<file path="config.mk">
export PLATFORM = sky130hd
export DESIGN_NAME = spi_arbiter
export DESIGN_NICKNAME = d
export VERILOG_FILES = /design/src/rtl/spi_arbiter.sv
export SDC_FILE = /design/constraint.sdc
export NUM_CORES = 1
export LEC_CHECK = 0
export BUFFER_PORTS_ARGS = -buffer_cell sky130_fd_sc_hd__buf_2
export CELL_PAD_IN_SITES_DETAIL_PLACEMENT = 0
export CELL_PAD_IN_SITES_GLOBAL_PLACEMENT = 1
export CORE_AREA = 2 2 68 70
export CTS_BUF_LIST = sky130_fd_sc_hd__clkbuf_8
export DETAILED_ROUTE_END_ITERATION = 7
export DIE_AREA = 0 0 70 72
export PLACE_DENSITY_LB_ADDON = 0.1
export SYNTH_ARGS = -nofsm -noshare
export SYNTH_HDL_FRONTEND = slang
export SYNTH_SLANG_ARGS = --single-unit
</file>
<file path="constraint.sdc">
create_clock -name clk -period 2.45 [get_ports clk]
set_clock_uncertainty 0.2 [all_clocks]
set_input_delay 0 -clock clk [delete_from_list [all_inputs] [get_ports clk]]
set_output_delay 0 -clock clk [all_outputs]
set_load 0.05 [all_outputs]
</file>
<file path="src/rtl/spi_arbiter.sv">
`default_nettype none
// ============================================================================
// Module  : spi_arbiter
// Brief   : Round-robin arbiter sharing one SPI master between two requesters.
// Revision: 1.0
// ============================================================================
module spi_arbiter #(
    parameter int TIMEOUT = 255
) (
    input  logic       clk,
    input  logic       n_reset,
    input  logic       p0_req,
    input  logic       p1_req,
    input  logic       p0_begin,
    input  logic       p1_begin,
    input  logic [7:0] p0_tx_data,
    input  logic [7:0] p1_tx_data,
    output logic       p0_gnt,
    output logic       p1_gnt,
    output logic       p0_done,
    output logic       p1_done,
    output logic       err,
    output logic [7:0] rd_data,
    output logic       spi_begin,
    output logic [7:0] spi_tx_data,
    input  logic       spi_ready,
    input  logic [7:0] spi_data
);

    localparam logic [7:0] C_TIMEOUT = 8'(TIMEOUT);

    typedef enum logic [1:0] {
        S_IDLE    = 2'd0,
        S_GRANTED = 2'd1,
        S_BUSY    = 2'd2
    } state_t;

    state_t      r_state;
    state_t      w_next;
    logic        r_owner;
    logic        r_last;
    logic [7:0]  r_cnt;
    logic [1:0]  r_done;
    logic        r_err;
    logic        r_spi_begin;
    logic [7:0]  r_rd;
    logic [7:0]  r_tx;

    logic        w_req;
    logic        w_begin;
    logic [7:0]  w_tx;
    logic        w_pick;
    logic        w_timeout;

    assign w_req     = r_owner ? p1_req     : p0_req;
    assign w_begin   = r_owner ? p1_begin   : p0_begin;
    assign w_tx      = r_owner ? p1_tx_data : p0_tx_data;
    // On a tie, the port that did not hold the bus last wins.
    assign w_pick    = (p0_req && p1_req) ? ~r_last : p1_req;
    assign w_timeout = (r_cnt == C_TIMEOUT);

    always_ff @(posedge clk or negedge n_reset) begin
        if (!n_reset) begin
            r_state <= S_IDLE;
        end else begin
            r_state <= w_next;
        end
    end

    always_comb begin
        w_next = r_state;
        case (r_state)
            S_IDLE: begin
                if (p0_req || p1_req) w_next = S_GRANTED;
            end
            S_GRANTED: begin
                if (w_begin)     w_next = S_BUSY;
                else if (!w_req) w_next = S_IDLE;
            end
            S_BUSY: begin
                if (spi_ready)      w_next = w_req ? S_GRANTED : S_IDLE;
                else if (w_timeout) w_next = S_GRANTED;
            end
            default: w_next = S_IDLE;
        endcase
    end

    always_ff @(posedge clk or negedge n_reset) begin
        if (!n_reset) begin
            r_owner     <= 1'b0;
            r_last      <= 1'b1;
            r_cnt       <= 8'h00;
            r_done      <= 2'b00;
            r_err       <= 1'b0;
            r_spi_begin <= 1'b0;
            r_rd        <= 8'h00;
            r_tx        <= 8'h00;
        end else begin
            r_done      <= 2'b00;
            r_err       <= 1'b0;
            r_spi_begin <= 1'b0;
            case (r_state)
                S_IDLE: begin
                    if (p0_req || p1_req) r_owner <= w_pick;
                end
                S_GRANTED: begin
                    if (w_begin) begin
                        r_spi_begin <= 1'b1;
                        r_tx        <= w_tx;
                        r_cnt       <= 8'h00;
                    end else if (!w_req) begin
                        r_last <= r_owner;
                    end
                end
                S_BUSY: begin
                    if (spi_ready) begin
                        r_rd   <= spi_data;
                        r_done <= r_owner ? 2'b10 : 2'b01;
                        if (!w_req) r_last <= r_owner;
                    end else if (w_timeout) begin
                        r_err <= 1'b1;
                    end else begin
                        r_cnt <= r_cnt + 8'd1;
                    end
                end
                default: ;
            endcase
        end
    end

    assign p0_gnt      = (r_state != S_IDLE) && !r_owner;
    assign p1_gnt      = (r_state != S_IDLE) &&  r_owner;
    assign p0_done     = r_done[0];
    assign p1_done     = r_done[1];
    assign err         = r_err;
    assign rd_data     = r_rd;
    assign spi_begin   = r_spi_begin;
    assign spi_tx_data = r_tx;

endmodule
`default_nettype wire
</file>
==> run_summary.xml <==
<?xml version="1.0" encoding="UTF-8"?>
<metrics>
  <group name="timing">
    <metric name="relSlewSlack" unit="%">50.90</metric>
    <metric name="setup_repair_after_global_routing_missed_its_margin" unit="">false</metric>
    <metric name="fmax" unit="MHz">447.8</metric>
    <metric name="tns" unit="ps">0</metric>
    <metric name="finalMaxSlewViolations" unit="">0</metric>
    <metric name="finalCritPeriodShare" unit="%">91.14</metric>
    <metric name="tightest_slew" unit="ps">736.4</metric>
    <metric name="finalSetupViolations" unit="">0</metric>
    <metric name="final-hold-violation-count" unit="">0</metric>
    <metric name="layout_setup_ws" unit="ps">217.0</metric>
    <metric name="post_layout_min_period" unit="ps">2233</metric>
  </group>
  <group name="job">
    <metric name="drv.max_cap_violation_count" unit="">0</metric>
  </group>
  <group name="detailed_routing">
    <metric name="drc" unit="">0</metric>
    <metric name="routed-via-count" unit="">1450</metric>
    <metric name="route.final.wire_length" unit="µm">3899</metric>
    <metric name="drt_first_iter_violations" unit="">51</metric>
    <metric name="route.antenna.remaining_nets" unit="">0</metric>
    <metric name="via_per_inst" unit="">4.983</metric>
    <metric name="detail_route.first_pass.iterations" unit="">4</metric>
    <metric name="wl_per_cell" unit="µm">13.40</metric>
  </group>
  <group name="worst_hold_path">
    <metric name="worstHoldPathType" unit="">in -&gt; reg</metric>
  </group>
  <group name="placed_design">
    <metric name="detailed_place_hpwl" unit="µm">2654</metric>
    <metric name="dp_worst_setup_slack" unit="ps">623.8</metric>
    <metric name="buffer_ports.inserted" unit="">52</metric>
    <metric name="placement.cell_area" unit="µm²">1942</metric>
    <metric name="gp_congestion" unit="">0.7916</metric>
    <metric name="place.detailed.instances" unit="">254</metric>
  </group>
  <group name="clocking">
    <metric name="cts_tree" unit="">yes</metric>
    <metric name="clk-insertion-delay-late" unit="ps">290</metric>
    <metric name="cts-root-to-sink-buffers" unit="">2</metric>
    <metric name="cts_made_buffers" unit="">5</metric>
    <metric name="htreeDepth" unit="">2</metric>
    <metric name="clkSlewWorstSetupHoldPaths" unit="ps">70</metric>
    <metric name="ctsRootBufferMaster" unit="">sky130_fd_sc_hd__clkbuf_8</metric>
    <metric name="tritoncts_num_sinks" unit="">32</metric>
    <metric name="post_cts.repair.setup_buffers" unit="">0</metric>
  </group>
  <group name="logic_synthesis">
    <metric name="synth_sequential_area_ratio" unit="%">49.19</metric>
    <metric name="post_synth.cell_area_avg" unit="µm²">10.66</metric>
    <metric name="synth.most_common_cell" unit="">sky130_fd_sc_hd__dfrtp_1</metric>
    <metric name="synthCells" unit="">153</metric>
    <metric name="ys_seq_elements" unit="">32</metric>
    <metric name="cell_variety_after_synth" unit="">39</metric>
    <metric name="synth-edff-count" unit="">0</metric>
    <metric name="postSynthNetCount" unit="">189</metric>
    <metric name="synthDominantAreaCellType" unit="">sky130_fd_sc_hd__dfrtp_1</metric>
    <metric name="synth.top_cells.by_area" unit="">sky130_fd_sc_hd__dfrtp_1 48%, sky130_fd_sc_hd__mux2i_1 6.8%, sky130_fd_sc_hd__mux2_2 5.5%</metric>
    <metric name="post_synth_most_frequent_cells" unit="">31 x sky130_fd_sc_hd__dfrtp_1, 16 x sky130_fd_sc_hd__nand2_1, 11 x sky130_fd_sc_hd__mux2i_1</metric>
    <metric name="synth_top_area_share" unit="%">47.58</metric>
    <metric name="post_synthesis_async_set_or_reset_flop_share" unit="%">100.0</metric>
    <metric name="netlist_area" unit="µm²">1630</metric>
    <metric name="synth_warnings" unit="">0</metric>
    <metric name="postSynth.topFlopCell" unit="">sky130_fd_sc_hd__dfrtp_1</metric>
  </group>
  <group name="worst_setup_path">
    <metric name="crit_chain" unit="">mux2i_2 -&gt; nand2b_1 -&gt; buf_4 -&gt; a41oi_2 -&gt; a2bb2oi_1 -&gt; dlygate4sd3_1</metric>
    <metric name="critPathSlowestCell" unit="">sky130_fd_sc_hd__dlygate4sd3_1</metric>
    <metric name="crit_required" unit="ps">2460</metric>
    <metric name="crit_fanout" unit="">18</metric>
    <metric name="worst-r2r-setup-slack" unit="ps">220</metric>
    <metric name="cp-end-kind" unit="">register</metric>
    <metric name="critPathMaxStageDelay" unit="ps">560</metric>
    <metric name="worst-setup-path-type" unit="">reg -&gt; reg</metric>
    <metric name="cp_data_arrival_time" unit="ps">2250</metric>
    <metric name="critPathLaunchType" unit="">register</metric>
  </group>
  <group name="power">
    <metric name="max-vdd-ir-drop" unit="mV">0.5500</metric>
    <metric name="power_density" unit="nW/µm²">1269</metric>
    <metric name="report.power.total" unit="mW">2.981</metric>
    <metric name="cellLeakagePower" unit="nW">1.148</metric>
  </group>
  <group name="global_route">
    <metric name="gr_ovfl_total" unit="">0</metric>
    <metric name="grt.total_usage" unit="%">16.16</metric>
    <metric name="grt_antenna_before_repair" unit="">0</metric>
    <metric name="grt_pass1_wl" unit="µm">6403</metric>
    <metric name="grt_max_degree" unit="">33</metric>
    <metric name="first_global_vias" unit="">1422</metric>
  </group>
  <group name="floorplanning">
    <metric name="chipWidth" unit="µm">70</metric>
    <metric name="floorplan.die_area" unit="µm²">5040</metric>
    <metric name="fp-row-count" unit="">24</metric>
    <metric name="io_pins" unit="">53</metric>
    <metric name="die_height" unit="µm">72</metric>
    <metric name="start_util" unit="%">38.23</metric>
    <metric name="core_footprint" unit="µm²">4264</metric>
  </group>
  <group name="status">
    <metric name="outcome" unit="">completed</metric>
  </group>
  <group name="cells_and_area">
    <metric name="num_antenna_cells" unit="">0</metric>
    <metric name="post_route_cells_drive_above_1_share" unit="%">34.31</metric>
    <metric name="area_delta_synth_final" unit="%">44.05</metric>
    <metric name="multiInputGateArea" unit="µm²">735.7</metric>
    <metric name="fillers" unit="">393</metric>
    <metric name="post_route_cell_area" unit="µm²">2349</metric>
    <metric name="finish.cell_count_without_fillers" unit="">291</metric>
    <metric name="regArea" unit="µm²">803.3</metric>
    <metric name="nets" unit="">274</metric>
  </group>
</metrics>
-- logic make-up (layout without fill, tap and decap cells) --
group | count (synthesis) | after routing | synth area share (%)
AO/OA/AOI/OAI | 37 | 37 | 16.04
adder cells (fa/ha/maj) | 5 | 5 | 3.837
buffers and inverters | 19 | 105 | 5.909
flip-flops | 32 | 32 | 49.19
multiplexers | 19 | 19 | 12.28
AND/OR/NAND/NOR | 41 | 41 | 12.74
-- stage by stage --
| stage | util (%) | hold WS [ps] |
|---|---|---|
| after floorplan | - | -495.6 |
| after global placement | 45.54 | -110.5 |
| after detailed placement | 45.54 | -97.85 |
| after CTS | 54.96 | 30.21 |
| after global routing | 55.08 | 30.53 |
| final | 55.08 | 1.957 |
-- critical path, delay by kind of cell (launching register included) --
family                 cells  cell delay (ps)
AND/OR/NAND/NOR            1              170
flip-flops                 1              460
AO/OA/AOI/OAI              2              250
multiplexers               1              300
buffers and inverters      2              770
-- path summary, 6_finish.rpt --
path,from,endpoint,cells past startpoint
max,r_owner,r_last,6
min,p1_begin,spi_begin,4
max reg2reg,r_owner,r_last,6
min reg2reg,spi_tx_data[6],spi_tx_data[6],2
max in group asynchronous,n_reset,r_owner,2
min in group asynchronous,n_reset,r_cnt[2],2
-- what timing repair did --
action,CTS,global route
gates resized for setup,0,2
setup endpoints to repair,0,1
hold buffers,29,0
endpoints found under the hold margin,54,0
-- flip-flops by register name, summed over array words and instances, names as in the netlist, 2 cells and up --
| name | cells |
|---|---|
| spi_tx_data | 8 |
| r_cnt | 8 |
| r_state | 2 |
| rd_data | 8 |
| r_done | 2 |
-- layout by cell type (no fill, tap or decap), types with 2 or more instances in the layout --
cell	synthesis	final
sky130_fd_sc_hd__buf_2	2	52
sky130_fd_sc_hd__inv_1	10	10
sky130_fd_sc_hd__nand3_1	4	4
sky130_fd_sc_hd__dfrtp_1	31	30
sky130_fd_sc_hd__clkbuf_8	0	5
sky130_fd_sc_hd__mux2_2	8	8
sky130_fd_sc_hd__nand2b_1	2	2
sky130_fd_sc_hd__buf_4	2	6
sky130_fd_sc_hd__a21oi_2	2	2
sky130_fd_sc_hd__a21oi_1	8	8
sky130_fd_sc_hd__nand2_1	16	16
sky130_fd_sc_hd__o21ai_1	2	2
sky130_fd_sc_hd__a41oi_1	2	2
sky130_fd_sc_hd__o21ai_0	10	10
sky130_fd_sc_hd__nor2b_1	2	2
sky130_fd_sc_hd__ha_1	5	5
sky130_fd_sc_hd__dlygate4sd3_1	0	29
sky130_fd_sc_hd__mux2i_1	11	10
sky130_fd_sc_hd__o221ai_1	2	2
sky130_fd_sc_hd__nor2_1	5	5
sky130_fd_sc_hd__and3_1	4	4
sky130_fd_sc_hd__nand4_1	3	3
-- per-layer routing --
| metal | vias up | track usage (%) | routed length, µm |
|---|---|---|---|
| met5 | - | 0 | 0 |
| li1 | 708 | - | - |
| met4 | 0 | 5.128 | 38 |
| met3 | 5 | 4.583 | 208 |
| met1 | 694 | 19.77 | 1668 |
| met2 | 43 | 27.83 | 1982 |
-- where the power goes --
group | leakage, nW | internal [mW] | switching [mW]
clock network | 0.0541 | 0.301 | 0.199
registers | 0.408 | 0.718 | 0.116
logic | 0.686 | 0.574 | 1.07
-- cell type report --
| cell class | instances | area share [%] |
|---|---|---|
| well taps | 52 | 2.770 |
| flip-flops and latches | 32 | 34.20 |
| repair buffers | 87 | 25.36 |
| clock inverters | 3 | 1.811 |
| clock buffers | 5 | 2.930 |
| inverters | 10 | 1.598 |
| multi-input cells | 102 | 31.33 |
Note: power is estimated with default switching activity, not from simulation.
